### src/rtl/store_buffer.sv
// Store buffer in front of a single-port data memory: queues stores and drains them when no load needs the port.
// Define STORE_BUF_FWD_EN to forward buffered data to loads; when undefined, matching loads stall until drained.
module store_buffer #(
   parameter int DEPTH  = 4,
   parameter int ADDR_W = 16,
   parameter int DATA_W = 16,
   parameter int CMP_W  = 8
) (
   input  logic                    clk,
   input  logic                    rst,
   input  logic                    st_valid,
   input  logic [ADDR_W-1:0]       st_addr,
   input  logic [DATA_W-1:0]       st_data,
   input  logic                    ld_valid,
   input  logic [ADDR_W-1:0]       ld_addr,
   output logic [DATA_W-1:0]       ld_data,
   output logic                    stall,
   input  logic                    flush,
   output logic                    flush_done,
   output logic [ADDR_W-1:0]       mem_addr,
   output logic [DATA_W-1:0]       mem_write_data,
   output logic                    mem_write_en,
   input  logic [DATA_W-1:0]       mem_read_data,
   output logic [$clog2(DEPTH):0]  count
);

   localparam int PTR_W = $clog2(DEPTH);
   localparam int CNT_W = PTR_W + 1;

   typedef enum logic {S_RUN, S_FLUSH} state_t;

   state_t            state_q, state_d;
   logic [PTR_W-1:0]  head_q, head_d;
   logic [PTR_W-1:0]  tail_q, tail_d;
   logic [CNT_W-1:0]  count_q, count_d;
   logic [DEPTH-1:0]  valid_q, valid_d;
   logic              flush_done_q, flush_done_d;
   logic [ADDR_W-1:0] addr_q [DEPTH];
   logic [DATA_W-1:0] data_q [DEPTH];

   logic [DEPTH-1:0]  hit;
   logic              ld_block;
   logic              drain;
   logic              enq;
   logic              full;

   // Address match per physical slot; only the low CMP_W bits index the memory.
   always_comb begin
      hit = '0;
      for (int i = 0; i < DEPTH; i++) begin
         hit[i] = valid_q[i] && (addr_q[i][CMP_W-1:0] == ld_addr[CMP_W-1:0]);
      end
   end

`ifdef STORE_BUF_FWD_EN
   logic [PTR_W-1:0]  idx;
   logic [DATA_W-1:0] fwd_data;

   // Walk from oldest to youngest so the last match seen is the youngest store.
   always_comb begin
      fwd_data = mem_read_data;
      idx      = head_q;
      for (int i = 0; i < DEPTH; i++) begin
         idx = head_q + PTR_W'(i);
         if (hit[idx]) fwd_data = data_q[idx];
      end
   end

   assign ld_data  = fwd_data;
   assign ld_block = 1'b0;
`else
   assign ld_data  = mem_read_data;
   assign ld_block = ld_valid && (|hit);
`endif

   // NOTE: every signal driven here gets a default first, so no path leaves it unassigned and no latch is inferred.
   always_comb begin
      state_d        = state_q;
      head_d         = head_q;
      tail_d         = tail_q;
      valid_d        = valid_q;
      flush_done_d   = 1'b0;
      stall          = 1'b0;
      drain          = 1'b0;
      enq            = 1'b0;
      mem_addr       = addr_q[head_q];
      mem_write_data = data_q[head_q];
      full           = (count_q == CNT_W'(DEPTH));

      case (state_q)
         S_RUN: begin
            // A blocked load implies a valid entry exists, so draining is always legal here.
            if (ld_block) begin
               stall = 1'b1;
               drain = 1'b1;
            end else if (ld_valid) begin
               mem_addr = ld_addr;
            end else begin
               drain = (count_q != '0);
            end
            if (st_valid && full && !drain) stall = 1'b1;
            enq = st_valid && !stall;
         end
         S_FLUSH: begin
            stall = ld_valid || st_valid;
            drain = (count_q != '0);
         end
         default: ;
      endcase

      if (drain) begin
         valid_d[head_q] = 1'b0;
         head_d          = head_q + PTR_W'(1);
      end
      if (enq) begin
         valid_d[tail_q] = 1'b1;
         tail_d          = tail_q + PTR_W'(1);
      end
      count_d = count_q + CNT_W'(enq) - CNT_W'(drain);

      if (state_q == S_RUN && flush) begin
         if (count_d == '0) flush_done_d = 1'b1;
         else               state_d      = S_FLUSH;
      end
      if (state_q == S_FLUSH && count_d == '0) begin
         state_d      = S_RUN;
         flush_done_d = 1'b1;
      end

      // Queued stores are discarded on reset, never written out.
      mem_write_en = drain && !rst;
   end

   // NOTE: sequential state uses non-blocking assignments so every register samples pre-edge values.
   always_ff @(posedge clk) begin
      if (rst) begin
         state_q      <= S_RUN;
         head_q       <= '0;
         tail_q       <= '0;
         count_q      <= '0;
         valid_q      <= '0;
         flush_done_q <= 1'b0;
      end else begin
         state_q      <= state_d;
         head_q       <= head_d;
         tail_q       <= tail_d;
         count_q      <= count_d;
         valid_q      <= valid_d;
         flush_done_q <= flush_done_d;
      end
   end

   // NOTE: entry payload is not reset; the valid bits alone decide whether a slot means anything.
   always_ff @(posedge clk) begin
      if (enq) begin
         addr_q[tail_q] <= st_addr;
         data_q[tail_q] <= st_data;
      end
   end

   assign count      = count_q;
   assign flush_done = flush_done_q;

endmodule

### config.mk
export PLATFORM = sky130hd
export DESIGN_NAME = store_buffer
export DESIGN_NICKNAME = d
export VERILOG_FILES = /design/src/rtl/store_buffer.sv
export SDC_FILE = /design/constraint.sdc
export NUM_CORES = 1
export LEC_CHECK = 0
export ABC_AREA = 1
export CAP_MARGIN = 40
export CORE_MARGIN = 10
export CORE_UTILIZATION = 30
export CTS_BUF_LIST = sky130_fd_sc_hd__clkbuf_4
export DETAILED_ROUTE_END_ITERATION = 8
export MAX_ROUTING_LAYER = met4
export PLACE_DENSITY = 0.53
export SYNTH_ARGS = -nofsm -noshare
export SYNTH_HDL_FRONTEND = slang
export SYNTH_SLANG_ARGS = --single-unit
### constraint.sdc
create_clock -name clk -period 3.92 [get_ports clk]
set_input_delay 0.784 -clock clk [delete_from_list [all_inputs] [get_ports clk]]
set_output_delay 0.784 -clock clk [all_outputs]
set_load 0.02 [all_outputs]
==> results.md, run 1 <==
- Status: stopped before the end
- Failed at: detailed routing
- Run-stopping error: [ERROR DRT-0255] Maze Route cannot find path of net mem_read_data[13] in worker of routeBox ( 144900 0 ) ( 167165 48300 ).
- Die Ht: 167.2 um
- Starting Density: 30.72%
- Sequential area share after synthesis: 63.78%
- GR Overflow Total: 0
- Num CTS Buffers: 17
- Avg Inst Size Synth: 10.81 um^2
- Ranking of synthesized cells by area: edfxtp_1, nor2_1, o21ai_0, dfxtp_1, nand2_1
- Dpl cells: 941
- Ys async rst share: 0%
- Pin count of the biggest net entering global routing: 64
- Syn nets: 681
- Post-Syn Instances: 601
- Htree depth: 4
- Top_reg_cell synth: edfxtp_1
- Worst_ep kind: top-level output
- Number of hold buffers added after cts: 0
- Total GRT Usage: 12.02%
- Synth cell types: 32
- Netlist Area Pre-Place: 6497 um^2
- Port Buffers: 90
- Dpl hpwl: 10,600 um
- Die X: 167.2 um
- Post-synth EDFFs: 128
- First-pass GRT wire length: 25,590 um
- Synth cell count leaders: edfxtp_1, nor2_1, nand2_1, o21ai_0, inv_1
- Root buffer cell: clkbuf_4
- Longest Clk Path Bufs: 2
- Row count: 53
- Boundary Pins: 123
- Most frequent cell after synthesis: edfxtp_1
- Vias in the first global route: 4,731
- Worst_ep grt: mem_write_en
- # clock sinks: 143
- Antenna violations before repair: 3
- RePlAce Congestion: 0.8856
- Synth Register Bits: 143
- Synth area leader: edfxtp_1
- Syn. warnings: 0
- Share of the synthesized area in the top cell type: 59.16%
[timing repair]
item	4_1_cts	5_1_grt
pin swaps	1	0
setup buffers	2	0
hold endpoints to repair	0	0
endpoints found under the setup margin	14	14
cloned	0	0
resized for setup	5	14
[metrics by stage]
step / hold slack, ns / instance area, um^2 / worst slack (ns) / TNS, ns
after global placement: 0.4626 / 7684 / -0.1049 / -0.8706
after global routing: 0.5078 / 8059 / 0.06522 / 0
after floorplan: 0.4354 / 6497 / 0.9399 / 0
after CTS: 0.4808 / 8016 / 0.01446 / 0
after detailed placement: 0.4561 / 7699 / -0.1418 / -1.448
[cell families after synthesis]
group / synth area share (%)
and+or+nand+nor: 12.79
buffers and inverters: 7.799
xor gates and xnor gates: 1.078
adders and majority gates: 2.234
AOI/OAI and AO/OA: 12.32
DFF: 63.78
[routing by layer]
| metal | global-route usage [%] |
|---|---|
| met2 | 18.01 |
| met3 | 4.939 |
| met1 | 14.26 |
| met5 | - |
| met4 | 4.391 |
==> run 2, diff against run 1 <==
--- a/config.mk
+++ b/config.mk
@@ -8,11 +8,9 @@
 export ABC_AREA = 1
 export CAP_MARGIN = 40
 export CORE_MARGIN = 10
-export CORE_UTILIZATION = 30
-export CTS_BUF_LIST = sky130_fd_sc_hd__clkbuf_4
+export CORE_UTILIZATION = 20
 export DETAILED_ROUTE_END_ITERATION = 8
-export MAX_ROUTING_LAYER = met4
-export PLACE_DENSITY = 0.53
+export PLACE_DENSITY_LB_ADDON = 0.15
 export SYNTH_ARGS = -nofsm -noshare
 export SYNTH_HDL_FRONTEND = slang
 export SYNTH_SLANG_ARGS = --single-unit
==> run 2 against run 1 <==
Effect of this change:
- the run now ends clean
- synthesized area unchanged
- synthesized cell count unchanged
- global-route usage fell by 2.5 points
==> results.md, run 2 <==
- # clock sinks: 143 (unchanged)
- NetSw: 2.184 mW
- Synth cell count leaders: edfxtp_1, nor2_1, nand2_1, o21ai_0, inv_1
- Pleak: 3.197 nW
- Avg Inst Size Synth: 10.81 um^2 (unchanged)
- Share of the synthesized area in the top cell type: 59.16% (unchanged)
- Fmax: 268.9 MHz
- Syn nets: 681 (unchanged)
- Delay of the slowest cell on the worst path: 0.56 ns
- Starting Density: 20.43% (-10 points)
- Pin count of the biggest net entering global routing: 64 (unchanged)
- Status: complete, no violations
- R2r endpoint: state_q$_SDFFE_PP0P_
- Port Buffers: 90 (unchanged)
- Root buffer cell: clkbuf_16
- Hold Path Class: reg2reg
- Layout cells sized above 1: 15.36%
- Worst setup margin: 0.2018 ns
- Fin nets: 770
- Synth Register Bits: 143 (unchanged)
- Fillers: 3,353
- First-pass GRT wire length: 29,060 um (+14%)
- Setup Viol. Count Final: 0
- CP cell instances: clkdlybuf4s50_1 > inv_2 > nand2_1 > o21ai_0 > nor2_1 > nand3_1 > nor2_1 > nor2_2 > nand3_4 > buf_12 > o211ai_2 > o21ai_2 > inv_2 > dlygate4sd2_1
- RR Startpoint: addr_q[1][3]$_DFFE_PP_
- Synth area leader: edfxtp_1
- Vias in the first global route: 4,758 (+0.57%)
- GR Overflow Total: 0 (unchanged)
- Area delta synth->final: 31.48%
- Crit Path Max Fanout: 17
- CTS tree: yes
- Commonest non-fill, non-tap cell in the layout: edfxtp_1
- Multi-input combinational cell area: 1866 um^2
- RePlAce Congestion: 0.8480 (-4.2%)
- Top_reg_cell synth: edfxtp_1
- Netlist Area Pre-Place: 6497 um^2 (unchanged)
- DR pass1 iterations: 4
- Wire per inst: 16.93 um
- Skew-Pair Late Insertion Delay: 0.42 ns
- Post-route antenna net violation count: 0
- Comb power frac: 38.6%
- Register Area: 4146 um^2
- Switch share: 37.14%
- Dpl hpwl: 12,940 um (+22%)
- Sequential area share after synthesis: 63.78% (unchanged)
- Final period util: 94.85%
- Crit Path Class: in2out
- Crit end category: output port
- Sequential Power Share: 33.4%
- Max_cap viols: 0
- Finished Cell Area: 8543 um^2
- Max Slew Vio Count: 0
- Num CTS Buffers: 17 (unchanged)
- Die Ht: 200.2 um (+20%)
- Total GRT Usage: 9.562% (-2.5 points)
- RSZ-0062 raised after global routing: false
- Least-Margin Pin Slew: 0.7784 ns
- PD cells: 688.4 nW/um^2
- Clock power share: 28.0%
- Longest Clk Path Bufs: 2 (unchanged)
- Maximum vdd drop: 0.0002939 V
- Data required time of the critical path: 3.14 ns
- Worst rel slew slack: 48.11%
- Post-Syn Instances: 601 (unchanged)
- Placeable Area: 31,800 um^2
- Setup crit start: ld_addr[5]
- Die X: 200.2 um (+20%)
- R2R depth: 20
- DRT Wirelength: 19,300 um
- Internal power: 3.697 mW
- Final Hold Vio Count: 0
- Boundary Pins: 123 (unchanged)
- Most frequent cell after synthesis: edfxtp_1
- Row count: 65 (+23%)
- Commonest cells after routing, fill and taps aside: edfxtp_1, nor2_1, clkdlybuf4s50_1, nand2_1, o21ai_0
- Detailed-route via count: 4,589
- Clk slew on worst S/H paths: 0.06 ns
- Worst setup path endpoint: mem_addr[9]
- Crit path launch type: input pin
- Synth cell types: 32 (unchanged)
- Fin crit period: 3.718 ns
- DIE AREA: 40,100 um^2
- Clock skew: 0.01107 ns
- DR iter-0 viols: 204
- Ys async rst share: 0% (unchanged)
- Syn. warnings: 0 (unchanged)
- Reg2reg setup slack: 0.96 ns
- Post-DR vias/cell: 4.025
- Ranking of synthesized cells by area: edfxtp_1, nor2_1, o21ai_0, dfxtp_1, nand2_1
- Dpl ws: -0.2678 ns (-0.1260 ns)
- Post-synth EDFFs: 128 (unchanged)
- Total negative setup slack: 0 ns
- Post-route DRC: 0
- Placed instance area: 7906 um^2 (+2.7%)
- Antenna violations before repair: 4 (+1)
- Minimum hold slack: 0.4762 ns
- Htree depth: 4 (unchanged)
- Biggest registers after layout: addr_q: 64 flops, data_q: 64 flops, valid_q: 4 flops
- Slowest stage cell, crit path: clkdlybuf4s50_1
- Worst Path Arrival: 2.93 ns
run 2: worst min path at each step:
stage	from	end	slack [ns]	cells after the start
after CTS	valid_q[3]$_SDFF_PP0_	valid_q[3]$_SDFF_PP0_	0.48	2
after floorplan	valid_q[2]$_SDFF_PP0_	valid_q[2]$_SDFF_PP0_	0.44	2
after detailed placement	valid_q[0]$_SDFF_PP0_	valid_q[0]$_SDFF_PP0_	0.47	2
after global routing	valid_q[3]$_SDFF_PP0_	valid_q[3]$_SDFF_PP0_	0.51	2
final	valid_q[0]$_SDFF_PP0_	valid_q[0]$_SDFF_PP0_	0.48	2
after global placement	valid_q[0]$_SDFF_PP0_	valid_q[0]$_SDFF_PP0_	0.46	2
run 2: logic make-up (layout without fill, tap and decap cells):
family | count (synthesis) | in the layout | share of synthesized area, %
buf+inv | 109 | 211 | 7.799
xor+xnor | 8 | 8 | 1.078
simple gates | 196 | 196 | 12.79
compound gates | 134 | 134 | 12.32
flops | 143 | 143 | 63.78
fa+ha+maj | 11 | 11 | 2.234
other cells | 0 | 2 | 0
run 2: stage by stage:
stage               total power, mW  util, %  cells
floorplan                     3.320        -    601
global placement              4.349    24.82   1103
detailed placement            4.377    24.86   1104
CTS                           6.021    26.81   1138
global route                  6.269    26.85   1138
finish                        5.881    26.87   1140
run 2: worst max-delay path: cells and delay by family:
| kind | cells | cell delay, ns |
|---|---|---|
| and+or+nand+nor | 6 | 0.63 |
| buffers and inverters | 5 | 1.20 |
| AOI/OAI and AO/OA | 3 | 0.31 |
run 2: metal layers:
layer / share of wire (%) / track usage, %
met3: 5.4 / 3.143
met5: 0.14 / 0
met1: 45 / 11.42
met4: 1.5 / 3.216
met2: 48 / 15.81
run 2: power groups by stage:
stage | registers [mW] | clock network [mW] | logic [mW]
global route | 1.98 | 1.77 | 2.52
finish | 1.96 | 1.64 | 2.27
CTS | 1.97 | 1.70 | 2.36
detailed placement | 2.00 | 0 | 2.38
floorplan | 1.99 | 0 | 1.33
global placement | 1.99 | 0 | 2.36
run 2: what timing repair did:
item                                    in CTS  in global routing
endpoints found under the setup margin      15                  4
buffers inserted                             2                  0
resized for setup                           17                  5
hold buffers                                 0                  0
pin swaps                                    0                  0
run 2: area by class of cell:
type                            instances  area share, %
Multi-Input combinational cell        349          21.84
Clock inverter                         15          2.065
Sequential cell                       143          48.54
Timing Repair Buffer                  113          13.25
Clock buffer                           17          4.979
Tap cell                              435          6.371
Inverter                               66          2.900
Antenna cell                            2        0.05858
Power figures use the tool's default switching activity.
==> run 3, diff against run 2 <==
==> constraint.sdc (replaced) <==
create_clock -name clk -period 3.92 [get_ports clk]
set_input_delay 0.588 -clock clk [delete_from_list [all_inputs] [get_ports clk]]
set_output_delay 0.588 -clock clk [all_outputs]
set_load 0.02 [all_outputs]
==> run 3 against run 2 <==
Effect of this change:
- sequential power hardly changed
- count of clock-buffer cells in the layout did not move
- sequential share of layout area rose by 0.26 points
- global-route usage is 0.28 points lower
- hold slack got worse by 0.013 ns
- die area unchanged
- first-iteration DRC count is 17% higher
- critical path depth decreased by 1
- clock skew up 0.0019 ns
- critical path type unchanged
- critical endpoint is now mem_addr[15]
==> results.md, run 3 (synthesized netlist as in run 2, its figures left out) <==
- RR Startpoint: addr_q[2][3]$_DFFE_PP_
- Dpl cells: 1,098 (-0.54%)
- Post-CTS sizing: 0 (-17)
- Total GRT Usage: 9.285% (-0.28 points)
- Placeable Area: 31,800 um^2 (unchanged)
- Longest Clk Path Bufs: 2 (unchanged)
- Root buffer cell: clkbuf_16
- RePlAce Congestion: 0.8213 (-3.1%)
- Setup Viol. Count Final: 0 (unchanged)
- GR Overflow Total: 0 (unchanged)
- Number of hold buffers added after cts: 0 (unchanged)
- DR pass1 iterations: 4 (unchanged)
- First-pass GRT wire length: 28,290 um (-2.6%)
- Maximum vdd drop: 0.0004119 V (+40%)
- Hold Crit Start: valid_q[0]$_SDFF_PP0_
- Antenna violations before repair: 4 (unchanged)
- Final Hold Vio Count: 0 (unchanged)
- Htree depth: 4 (unchanged)
- Die Ht: 200.2 um (unchanged)
- # clock sinks: 143 (unchanged)
- Status: complete, no violations
- Post-layout util: 26.72% (-0.14 points)
- DIE AREA: 40,100 um^2 (unchanged)
- Row count: 65 (unchanged)
- Total negative setup slack: 0 ns (unchanged)
- Crit Path Class: in2out
- Area delta synth->final: 30.79%
- Layout cells sized above 1: 13.75% (-1.6 points)
- Hold EP: valid_q[0]$_SDFF_PP0_
- Clock skew: 0.01300 ns (+0.001927 ns)
- Biggest registers after layout: addr_q: 64 flops, data_q: 64 flops, valid_q: 4 flops
- Commonest non-fill, non-tap cell in the layout: edfxtp_1
- Fin crit period: 3.688 ns (-0.02975 ns)
- R2r endpoint: state_q$_SDFFE_PP0P_
- Least-Margin Pin Slew: 0.7060 ns (-0.07241 ns)
- Fmax: 271.1 MHz (+0.81%)
- Post-DR vias/cell: 3.989 (-0.92%)
- RSZ-0062 raised after global routing: false
- Vias in the first global route: 4,751 (-0.15%)
- Port Buffers: 90 (unchanged)
- Wire per inst: 16.62 um (-1.8%)
- Post-route antenna net violation count: 0 (unchanged)
- Die X: 200.2 um (unchanged)
- CTS tree: yes
- Data required time of the critical path: 3.33 ns (+0.19 ns)
- Dpl hpwl: 12,810 um (-1.0%)
- R2R depth: 18 (-10%)
- DRT Wirelength: 18,840 um (-2.3%)
- Detailed-route via count: 4,523 (-1.4%)
- Fin nets: 765 (-0.65%)
- DR iter-0 viols: 239 (+17%)
- Max Slew Vio Count: 0 (unchanged)
- Post-route DRC: 0 (unchanged)
- Crit path launch type: input pin
- Commonest cells after routing, fill and taps aside: edfxtp_1, nor2_1, clkdlybuf4s50_1, nand2_1, o21ai_0
- Clk slew on worst S/H paths: 0.06 ns (about the same)
- Worst rel slew slack: 52.94% (+4.8 points)
- Pin count of the biggest net entering global routing: 64 (unchanged)
- Num CTS Buffers: 17 (unchanged)
- Hold Path Class: reg2reg
- Register Area: 4146 um^2 (unchanged)
- Reg2reg setup slack: 1.01 ns (+0.05 ns)
- Starting Density: 20.43% (unchanged)
- Layout Cells excl Fill: 1,134 (-0.53%)
- Crit Path Max Fanout: 10 (-7)
- Boundary Pins: 123 (unchanged)
- Pleak: 3.098 nW (-3.1%)
- Multi-input combinational cell area: 1847 um^2 (-1.0%)
- Worst Path Arrival: 3.10 ns (+0.17 ns)
- PD cells: 695.4 nW/um^2 (+1.0%)
- Total power: 5.909 mW (+0.48%)
- Max_cap viols: 0 (unchanged)
- Crit end category: output port
- Hold depth: 2 (unchanged)
- Fillers: 3,326 (-0.81%)
- Final period util: 94.09% (-0.76 points)
- Skew-Pair Late Insertion Delay: 0.42 ns (about the same)
- Setup Buffers After CTS: 0 (-2)
-- run 3: critical path: stages --
cell and delay (ns):
clkdlybuf4s50_1 0.59, inv_2 0.09, a21boi_0 0.30, nand3b_1 0.18, nor2_2 0.15, nor2_2 0.07, nand3_4 0.09, buf_12 0.14
buf_12 0.14, o211ai_1 0.09, o21ai_1 0.08, inv_1 0.05, clkdlybuf4s50_1 0.54
-- run 3: routing by layer --
metal | vias to the layer above | routed length, um | share of wire (%) | GRT usage (%)
li1 | 2218 | - | - | -
met1 | 2159 | 8257 | 44 | 10.86
met2 | 104 | 9140 | 49 | 15.45
met3 | 36 | 1071 | 5.7 | 3.256
met4 | 6 | 342 | 1.8 | 3.189
met5 | - | 33 | 0.18 | 0
-- run 3: power breakdown --
group	leakage, nW	switching (mW)	internal, mW
logic	1.52	1.40	0.911
clock network	0.289	0.675	0.958
registers	1.29	0.0845	1.88
total	3.10	2.16	3.75
-- run 3: worst max path at each step --
stage,slack [ns],startpoint,end
floorplan,1.14,ld_addr[7],state_q$_SDFFE_PP0P_
global placement,0.06,ld_addr[3],mem_addr[15]
detailed placement,0.03,ld_addr[3],mem_addr[15]
CTS,0.01,ld_addr[3],mem_addr[15]
global route,0.05,ld_addr[5],mem_addr[15]
finish,0.23,ld_addr[5],mem_addr[15]
-- run 3: layout make-up --
| type | count | area share (%) |
|---|---|---|
| sequential | 143 | 48.79 |
| timing repair buffer | 108 | 13.02 |
| clock buffer | 17 | 5.006 |
| antenna | 1 | 0.02945 |
| clock inverter | 15 | 2.105 |
| tap | 435 | 6.405 |
| multi-input combinational | 349 | 21.73 |
| inverter | 66 | 2.915 |
-- run 3: stage by stage --
| step | hold slack [ns] | setup slack, ns | area [um^2] |
|---|---|---|---|
| floorplan | 0.4354 | 1.136 | 6497 |
| global placement | 0.4573 | 0.06199 | 7829 |
| detailed placement | 0.4573 | 0.02546 | 7856 |
| CTS | 0.4664 | 0.01359 | 8461 |
| global route | 0.5028 | 0.04729 | 8496 |
| finish | 0.4629 | 0.2315 | 8498 |
==> run 4, diff against run 3 <==
--- a/config.mk
+++ b/config.mk
@@ -8,9 +8,11 @@
 export ABC_AREA = 1
 export CAP_MARGIN = 40
 export CORE_MARGIN = 10
-export CORE_UTILIZATION = 20
+export CORE_UTILIZATION = 40
 export DETAILED_ROUTE_END_ITERATION = 8
+export DONT_BUFFER_PORTS = 1
 export PLACE_DENSITY_LB_ADDON = 0.15
+export REMOVE_ABC_BUFFERS = 1
 export SYNTH_ARGS = -nofsm -noshare
 export SYNTH_HDL_FRONTEND = slang
 export SYNTH_SLANG_ARGS = --single-unit
==> run 4 against run 3 <==
Effect of this change:
- critical path depth fell by 4
- total power decreased by 12%
- sequential share of layout area grew 8.7 points
==> results.md, run 4 (synthesized netlist as in run 2, its figures left out) <==
- Final period util: 77.11% (-17 points)
- Post-route DRC: 0 (unchanged)
- Commonest cells after routing, fill and taps aside: edfxtp_1, nor2_1, nand2_1, o21ai_0, inv_1
- Post-DR vias/cell: 4.924 (+23%)
- Delay of the slowest cell on the worst path: 0.45 ns (-0.14 ns)
- Pin count of the biggest net entering global routing: 64 (unchanged)
- Layout cells sized above 1: 14.26% (+0.51 points)
- DRT Wirelength: 15,220 um (-19%)
- Status: complete, no violations
- Delay-heaviest family, CP: simple AND/OR/NAND/NOR gates
- # clock sinks: 143 (unchanged)
- Antenna violations before repair: 0 (-4)
- Hold Path Class: in2reg
- RR Startpoint: count[1]$_SDFF_PP0_
- Skew-Pair Late Insertion Delay: 0.42 ns (about the same)
- Dpl cells: 787 (-28%)
- Commonest non-fill, non-tap cell in the layout: edfxtp_1
- Pleak: 2.705 nW (-13%)
- Post-CTS sizing: 0 (unchanged)
- Die X: 147.5 um (-26%)
- Most frequent CP cell: nand3_1
- Internal power: 3.222 mW (-14%)
- Vias in the first global route: 4,209 (-11%)
- Worst rel slew slack: 53.20% (+0.26 points)
- Port Buffers: 0 (-100%)
- R2R depth: 12 (-6)
- RePlAce Congestion: 0.8077 (-1.7%)
- Area delta synth->final: 11.03%
- Setup crit start: valid_q[2]$_SDFF_PP0_
- RSZ-0062 raised after global routing: false
- First-pass GRT wire length: 23,190 um (-18%)
- Number of hold buffers added after cts: 0 (unchanged)
- Hold depth: 1 (-1)
- Starting Density: 40.90% (+20 points)
- Layout Cells excl Fill: 819 (-28%)
- Switch share: 37.75% (+1.2 points)
- Post-layout util: 45.42% (+19 points)
- Setup Buffers After CTS: 0 (unchanged)
- Placeable Area: 15,890 um^2 (-50%)
- CP cell instances: a21boi_0 > nand3_1 > nor2_1 > nor2_2 > nand3_4 > buf_4 > nand3_1 > o21ai_1 > inv_1
- Hold Crit Start: rst
- Max Slew Vio Count: 0 (unchanged)
- Biggest registers after layout: addr_q: 64 flops, data_q: 64 flops, valid_q: 4 flops
- Crit end category: output port
- Total negative setup slack: 0 ns (unchanged)
- Total GRT Usage: 14.05% (+4.8 points)
- NetSw: 1.954 mW (-9.6%)
- Crit Path Max Fanout: 36 (+26)
- Crit Path Class: reg2out
- Htree depth: 4 (unchanged)
- Total power: 5.176 mW (-12%)
- CTS tree: yes
- Slowest stage cell, crit path: buf_4
- DIE AREA: 21,740 um^2 (-46%)
- Detailed-route via count: 4,033 (-11%)
- Worst Path Arrival: 2.43 ns (-0.67 ns)
- Worst path bufs/invs: 2 (-4)
- Clock skew: 0.008799 ns (-0.004197 ns)
- Final Hold Vio Count: 0 (unchanged)
- Root buffer cell: clkbuf_16
- Data required time of the critical path: 3.33 ns (about the same)
- DR pass1 iterations: 6 (+2)
- Boundary Pins: 123 (unchanged)
- # diodes: 0 (-1)
- Sequential Power Share: 38.4% (+5.2 points)
- Reg2reg setup slack: 1.22 ns (+0.21 ns)
- Maximum vdd drop: 0.0003595 V (-13%)
- Row count: 46 (-29%)
- Fin crit period: 3.023 ns (-0.6656 ns)
- Comb power frac: 32.3% (-6.8 points)
- Die Ht: 147.5 um (-26%)
- Crit path launch type: register
- DR iter-0 viols: 168 (-30%)
- R2r endpoint: state_q$_SDFFE_PP0P_
- Fin nets: 670 (-12%)
- Least-Margin Pin Slew: 0.7013 ns (-0.004700 ns)
- Clk slew on worst S/H paths: 0.06 ns (about the same)
- Longest Clk Path Bufs: 2 (unchanged)
- Post-route antenna net violation count: 0 (unchanged)
- Hold EP: valid_q[1]$_SDFF_PP0_
- Num CTS Buffers: 17 (unchanged)
- Fmax: 330.8 MHz (+22%)
- Clock power share: 29.4% (+1.8 points)
- Max_cap viols: 0 (unchanged)
- Setup Viol. Count Final: 0 (unchanged)
- PD cells: 717.5 nW/um^2 (+3.2%)
- Minimum hold slack: 0.2309 ns (-0.2320 ns)
- Dpl hpwl: 9953 um (-22%)
- Wire per inst: 18.58 um (+12%)
- GR Overflow Total: 0 (unchanged)
## run 4: cell count changes in the layout (fill, tap and decap cells not counted), sizes merged
cell and delta:
clkinv -1, bufinv -1, inv +1, clkdlybuf4s50 -90, clkbuf +1, buf -5, diode -1
## run 4: how the worst max path moves through the flow
stage / end / depth (start not counted)
after detailed placement: state_q$_SDFFE_PP0P_ / 16
after global placement: mem_addr[1] / 9
final: mem_addr[1] / 9
after floorplan: mem_addr[2] / 6
after global routing: mem_addr[1] / 10
after CTS: mem_addr[1] / 9
## run 4: cell type report
class,count,area [um^2]
Sequential cell,143,4146
Tap cell,216,270.3
Timing Repair Buffer,13,142.6
Clock buffer,18,429.2
Fill cell,1481,8671
Clock inverter,14,131.4
Multi-Input combinational cell,349,1847
Inverter,66,247.7
## run 4: routing by layer
metal / part of all wire [%] / routed length, um / GRT usage (%)
met1: 41 / 6261 / 14.69
met4: 1.0 / 156 / 4.757
met5: 0 / 0 / 0
met2: 49 / 7454 / 23.94
met3: 8.9 / 1349 / 7.173
## run 4: power by group through the flow
| stage | sequential (mW) | combinational (mW) | clock [mW] |
|---|---|---|---|
| 4_1_cts | 1.99 | 1.71 | 1.56 |
| 3_3_place_gp | 2.01 | 1.65 | 0 |
| 5_1_grt | 2.01 | 1.87 | 1.62 |
| 3_5_place_dp | 2.02 | 1.71 | 0 |
| 2_1_floorplan | 2.06 | 1.16 | 0 |
| 6_report | 1.99 | 1.67 | 1.52 |
## run 4: stage by stage
stage	worst slack, ns	area [um^2]
global placement	1.036	6606
global route	0.6495	7214
floorplan	0.8955	6238
detailed placement	1.053	6654
finish	0.8971	7214
CTS	0.8135	7214
